## config.mk

```make
export PLATFORM = sky130hd
export DESIGN_NAME = branch_sequencer
export DESIGN_NICKNAME = d
export VERILOG_FILES = /design/src/rtl/branch_sequencer.sv
export SDC_FILE = /design/constraint.sdc
export NUM_CORES = 1
export LEC_CHECK = 0
export ABC_AREA = 1
export ABC_CLOCK_PERIOD_IN_PS = 2480
export CAP_MARGIN = 20
export CORE_ASPECT_RATIO = 0.75
export CORE_MARGIN = 2
export CORE_UTILIZATION = 47
export CTS_CLUSTER_DIAMETER = 40
export DETAILED_ROUTE_END_ITERATION = 7
export PLACE_DENSITY = 0.95
export SYNTH_ARGS = -nofsm -noshare
export SYNTH_HDL_FRONTEND = slang
export SYNTH_SLANG_ARGS = --single-unit
```

## constraint.sdc

```tcl
create_clock -name clk -period 2.48 [get_ports clk]
set_input_delay 0.248 -clock clk [delete_from_list [all_inputs] [get_ports clk]]
set_output_delay 0.248 -clock clk [all_outputs]
set_load 0.005 [all_outputs]
```

## src/rtl/branch_sequencer.sv

```systemverilog
`default_nettype none
// ============================================================================
// Module   : branch_sequencer
// Purpose  : Fetch-address sequencer for a pipeline with ID-stage branch
//            resolution and one architectural delay slot. Holds ID while a
//            branch/jr waits for forwarded operands, then redirects fetch.
//            Also keeps saturating conditional-branch statistics.
// Ports    : clk, reset          - clock, synchronous active-high reset
//            ext_stall           - downstream freeze (no state change)
//            id_valid/id_branch/id_jump/id_jr - ID instruction class
//            opnd_ready          - branch/jr operands available
//            judge_res           - branch condition result
//            b_addr/j_addr/jr_addr - branch, jump and register targets
//            pc, pc4             - fetch address and its +4 successor
//            if_en, id_bubble, pc_branch - pipeline control for this cycle
//            state               - RUN=0 / WAIT=1
//            br_total, br_taken  - resolved / taken conditional branches
// Revision : 1.0 - initial release
// ============================================================================
module branch_sequencer #(
  parameter logic [31:0] RESET_PC = 32'h0000_3000,
  parameter int          CNT_W    = 16
) (
  input  logic             clk,
  input  logic             reset,
  input  logic             ext_stall,
  input  logic             id_valid,
  input  logic             id_branch,
  input  logic             id_jump,
  input  logic             id_jr,
  input  logic             opnd_ready,
  input  logic             judge_res,
  input  logic [31:0]      b_addr,
  input  logic [31:0]      j_addr,
  input  logic [31:0]      jr_addr,
  output logic [31:0]      pc,
  output logic [31:0]      pc4,
  output logic             if_en,
  output logic             id_bubble,
  output logic             pc_branch,
  output logic [1:0]       state,
  output logic [CNT_W-1:0] br_total,
  output logic [CNT_W-1:0] br_taken
);

  typedef enum logic [1:0] {
    RUN  = 2'd0,
    WAIT = 2'd1
  } state_t;

  localparam logic [CNT_W-1:0] CNT_ONE = {{(CNT_W-1){1'b0}}, 1'b1};

  state_t      cur_state;
  state_t      nxt_state;
  logic [31:0] nxt_pc;
  logic [31:0] target;
  logic        ctrl;
  logic        need;
  logic        taken;
  logic        resolve;
  logic        count_br;

  // Instruction classification and redirect target (jr beats j beats branch).
  assign ctrl     = id_valid & (id_branch | id_jump | id_jr);
  assign need     = id_branch | id_jr;
  assign taken    = id_jr | id_jump | (id_branch & judge_res);
  assign target   = id_jr ? jr_addr : (id_jump ? j_addr : b_addr);
  assign resolve  = !ext_stall & ctrl & (!need | opnd_ready);
  // Only pure conditional branches feed the statistics.
  assign count_br = resolve & id_branch & !id_jump & !id_jr;

  assign pc4   = pc + 32'd4;
  assign state = cur_state;

  // Next-state and per-cycle control. RUN and WAIT share the same decision
  // table: the only difference between them is what the state register says.
  always_comb begin
    nxt_state = cur_state;
    nxt_pc    = pc;
    if_en     = 1'b0;
    id_bubble = 1'b0;
    pc_branch = 1'b0;
    if (!reset && !ext_stall) begin
      if (!ctrl) begin
        // Plain sequential fetch; also leaves WAIT if ID was invalidated.
        nxt_state = RUN;
        nxt_pc    = pc4;
        if_en     = 1'b1;
      end else if (!resolve) begin
        // Operands not forwarded yet: hold fetch, bubble EX.
        nxt_state = WAIT;
        id_bubble = 1'b1;
      end else begin
        // Resolve. The delay-slot instruction at pc is fetched this cycle.
        nxt_state = RUN;
        nxt_pc    = taken ? target : pc4;
        if_en     = 1'b1;
        pc_branch = taken;
      end
    end
  end

  always_ff @(posedge clk) begin
    if (reset) begin
      cur_state <= RUN;
      pc        <= RESET_PC;
      br_total  <= '0;
      br_taken  <= '0;
    end else begin
      cur_state <= nxt_state;
      pc        <= nxt_pc;
      if (count_br) begin
        if (br_total != '1) begin
          br_total <= br_total + CNT_ONE;
        end
        if (judge_res && (br_taken != '1)) begin
          br_taken <= br_taken + CNT_ONE;
        end
      end
    end
  end

endmodule
`default_nettype wire

```

## Yosys cells after proc, flatten, opt, wreduce, memory -nomap -nowiden

Index checks and enable logic that the tools add are counted.
Widths: inputs -> output; s select.

| word-level totals | value |
|---|---|
| flip-flop bits (word level) | 66 |
| word-level logic and storage cells | 49 |

| operators by class | value |
|---|---|
| add/sub/neg operators | 3 |
| equal/unequal tests | 3 |
| mux-type cells | 16 |
| bitwise logic cells | 13 |
| reduce and logical (&&, ||, !) cells | 10 |

Operators by type and width:

| cell | count |
|---|---|
| $mux 32 | 5 |
| $add 16x1->16 const B | 2 |
| $add 32x3->32 const B | 1 |
| $ne 16x16->1 const B | 2 |
| $mux 1 | 11 |
| $and 1x1->1 | 7 |
| $or 1x1->1 | 6 |
| $reduce_and 2->1 | 3 |
| $logic_not 1->1 | 5 |
| $logic_and 1x1->1 | 2 |
| $ne 2x1->1 const B | 1 |

## Depth between registers and ports, before layout

| depth | value |
|---|---|
| depth in word-level cells | 9 |
| depth in mapped cells | 10 |
| gate-level depth less buffers | 10 |

## Worst setup path after synthesis

No wires, ideal clock.

| path | value |
|---|---|
| path kind | register -> register |
| start | register br_total[0] |
| end | register br_total[13] |
| setup time | 144 ps |
| arrival | 1,467 ps |
| slack | 869 ps |
| cell stages (with the launch flop) | 10 |
| cell sequence | dfxtp_1 ha_1 nand3_2 nor3_2 nand3_1 nand2_2 inv_2 buf_6 nand2_1 a21oi_1 |

| on the way | value |
|---|---|
| longest elaborated chain between the ends | 2 |

Ends and longest elaborated chain:

| item | line | source |
|---|---|---|
| start: declaration | 42 | `output logic [CNT_W-1:0] br_total,` |
| start signal: assignment | 114 | `br_total <= br_total + CNT_ONE;` |
| branches (longest 2 deep; another with $add 16x1->16) | n/a |  |

Parallel ways; which one is timed is not known.
A chain may end at the register's enable or synchronous reset.

## Worst setup path in the final report

| path | value |
|---|---|
| start | register pc[18] |
| end | output pc4[28] |

| on the way | value |
|---|---|
| longest elaborated chain between the ends | 1 |

Ends and longest elaborated chain:

| item | line | source |
|---|---|---|
| start: declaration | 36 | `output logic [31:0] pc,` |
| start signal: assignment | 111 | `pc <= nxt_pc;` |
| $add 32x3->32 | 72 | `assign pc4 = pc + 32'd4;` |
| end: declaration | 37 | `output logic [31:0] pc4,` |

Every way passes these cells.

==> impl_metrics.json <==
{
  "p_sw_share_pct": 27.8,
  "hold_buffers": 0,
  "grt_usage_pct": 31.9,
  "finClkSkew_ns": 0.00757,
  "die_height_um": 91.7,
  "grt_pass1_wl_mm": 28.2,
  "grt_pass1_vias": 5724,
  "pwr-share-comb_pct": 25.0,
  "synth_area_per_cell_um2": 5.94,
  "dp.cells": 1125,
  "slew_violations": 0,
  "crit_chain": "nand2_1 > nor2_2 > nand2_1 > nor2_1 > nand3_1 > nand2_1 > clkdlybuf4s50_1",
  "clk_latency_ns": 0.34,
  "status": "completed",
  "utilization_pct": 75.2,
  "synthesis.nets": 920,
  "die_area_um2": 11100,
  "seqPwrFrac_pct": 35.5,
  "setup_viol": 0,
  "switchingPower_uw": 936,
  "cp_slowest_cell": "clkdlybuf4s50_1",
  "ys_async_sr_fraction_pct": 0,
  "netlist.area_leader.share_pct": 27.0,
  "crit_path_start_kind": "flop",
  "wl_mm": 17.9,
  "cts.clk_slew.worst_paths_ns": 0.06,
  "crit_required_ns": 2.23,
  "layoutNonFillerInstCount": 1142,
  "drtAntennaViolNets": 0,
  "yosysTopAreaCell": "dfxtp_1",
  "cpMostUsedCell": "nand2_1",
  "synth_seq_cells": 65,
  "synth_seq_area_share_pct": 27.0,
  "ir_worst_vdd_v": 0.000400,
  "fmax_ghz": 0.414,
  "cts_tree": "built",
  "final.min_clock_period_ns": 2.41,
  "io_pins": 206,
  "grt_overflow": 0,
  "internal-power_mw": 2.43,
  "die_x_um": 121,
  "cts_buffers": 9,
  "critPathTopFamily": "simple AND/OR/NAND/NOR gates",
  "hp-class": "flop to flop",
  "htreeDepth": 3,
  "syn_area_um2": 4820,
  "cp.arrival_ns": 2.17,
  "diodes": 0,
  "core-area_um2": 9810,
  "antenna_found_initial": 0,
  "dpl_cell_area_um2": 6950,
  "hpwl_mm": 13.5,
  "cts_sinks": 65,
  "powerDensity_nw_per_um2": 456,
  "hold_viol": 0,
  "max_stage_delay_ns": 0.50,
  "drive_above_1_share_pct": 8.91,
  "area_growth_pct": 53.0,
  "grt_max_degree": 42,
  "fin_crit_sh_pct": 97.3,
  "yosys-top-cells-count": "282 x nand2_1, 111 x nor2_1, 85 x a21oi_1",
  "start_util_pct": 49.1,
  "vias_per_cell": 5.43,
  "gp_congestion": 0.984,
  "vias": 6206,
  "clock_path_buffers": 2,
  "nets": 1113,
  "drc": 0,
  "crit_type": "flop to primary output",
  "drv_cap": 0,
  "design_area_um2": 7380,
  "detail_route.wl_per_cell_um": 15.7,
  "root_buffer": "clkbuf_16",
  "synth_edf_count": 0,
  "pwr-share-clk_pct": 39.6,
  "critPathCaptureType": "primary output",
  "ys_types": 36,
  "rows": 31,
  "io_buffers": 204,
  "synth_top_flop_cell": "dfxtp_1",
  "synthCells": 812,
  "synthTopCellsByArea": "dfxtp_1 27%, nand2_1 22%, a21oi_1 8.8%",
  "crit_buf_inv": 1,
  "dr.pass1.iters": 6,
  "power_leakage_nw": 2.81,
  "first_iter_violations": 662,
  "finalPower_mw": 3.37,
  "synth_most_common_cell": "nand2_1",
  "yosysWarnings": 0,
  "crit_fanout": 5
}
[layout by cell type (no fill, tap or decap), drive strengths merged, types with 13 or more instances in the layout]
master	count
nand2	288
nand3	45
xnor2	13
a21oi	93
xor2	22
inv	45
dfxtp	65
o21ai	36
clkbuf	14
clkdlybuf4s50	203
buf	16
nor2	123
[state kept, by name (all words and copies together) (netlist names)]
register / cells
br_taken: 16
br_total: 16
pc: 32
state: 1
[power groups by stage]
stage | clock (mW) | combinational [mW] | sequential, mW
floorplan | 0 | 0.323 | 1.19
global placement | 0 | 0.809 | 1.20
detailed placement | 0 | 0.822 | 1.20
CTS | 1.33 | 0.827 | 1.18
global route | 1.39 | 0.910 | 1.20
finish | 1.33 | 0.840 | 1.19
[cells by family (layout without fill, tap and decap cells)]
logic type / after synthesis / after routing / synth area share (%)
fa+ha+maj: 3 / 3 / 0.778
compound gates: 143 / 143 / 16.0
other cells: 1 / 1 / 0.0778
xor+xnor: 35 / 35 / 6.36
buf+inv: 83 / 281 / 7.68
flops: 65 / 65 / 27.0
simple gates: 482 / 482 / 42.1
[what timing repair did]
item                                   4_1_cts  5_1_grt
resized for setup                            2       27
setup buffers                                1        0
setup endpoints to repair                    5       18
pin swaps                                    2        1
endpoints found under the hold margin        0        0
[path summary, 6_finish.rpt]
| path | start | endpoint | slack (ns) | cells past startpoint |
|---|---|---|---|---|
| min | pc[0] | pc[0] | 0.49 | 2 |
| max reg2reg | br_total[0] | br_total[7] | 0.44 | 8 |
| max | pc[18] | pc4[28] | 0.07 | 7 |
| min reg2reg | pc[0] | pc[0] | 0.49 | 2 |
[per-layer routing]
layer	share of wire, %	GRT usage [%]	vias up
met4	2.6	10.8	0
li1	-	-	2997
met3	10	6.84	43
met1	42	42.2	2805
met5	0	0	-
met2	45	51.4	361
[worst min-delay path, delay by kind of cell, from the launching register on]
kind	cells	cell delay, ns
flops	1	0.32
simple gates	2	0.12
[cell type report]
type | instances | area [um2]
clock buffers | 14 | 274
clock inverters | 2 | 35.0
inverters | 45 | 169
flip-flops and latches | 65 | 1310
fillers | 758 | 2430
multi-input cells | 664 | 3250
well taps | 132 | 165
repair buffers | 220 | 2180
[stage by stage]
| stage | setup TNS, ns | setup WS, ns | hold slack [ns] |
|---|---|---|---|
| detailed placement | 0 | 0.270 | 0.482 |
| floorplan | 0 | 0.869 | 0.387 |
| finish | 0 | 0.0663 | 0.488 |
| CTS | -0.0122 | -0.00879 | 0.492 |
| global route | -0.0824 | -0.0433 | 0.508 |
| global placement | 0 | 0.280 | 0.473 |
Note: power is estimated with default switching activity, not from simulation.
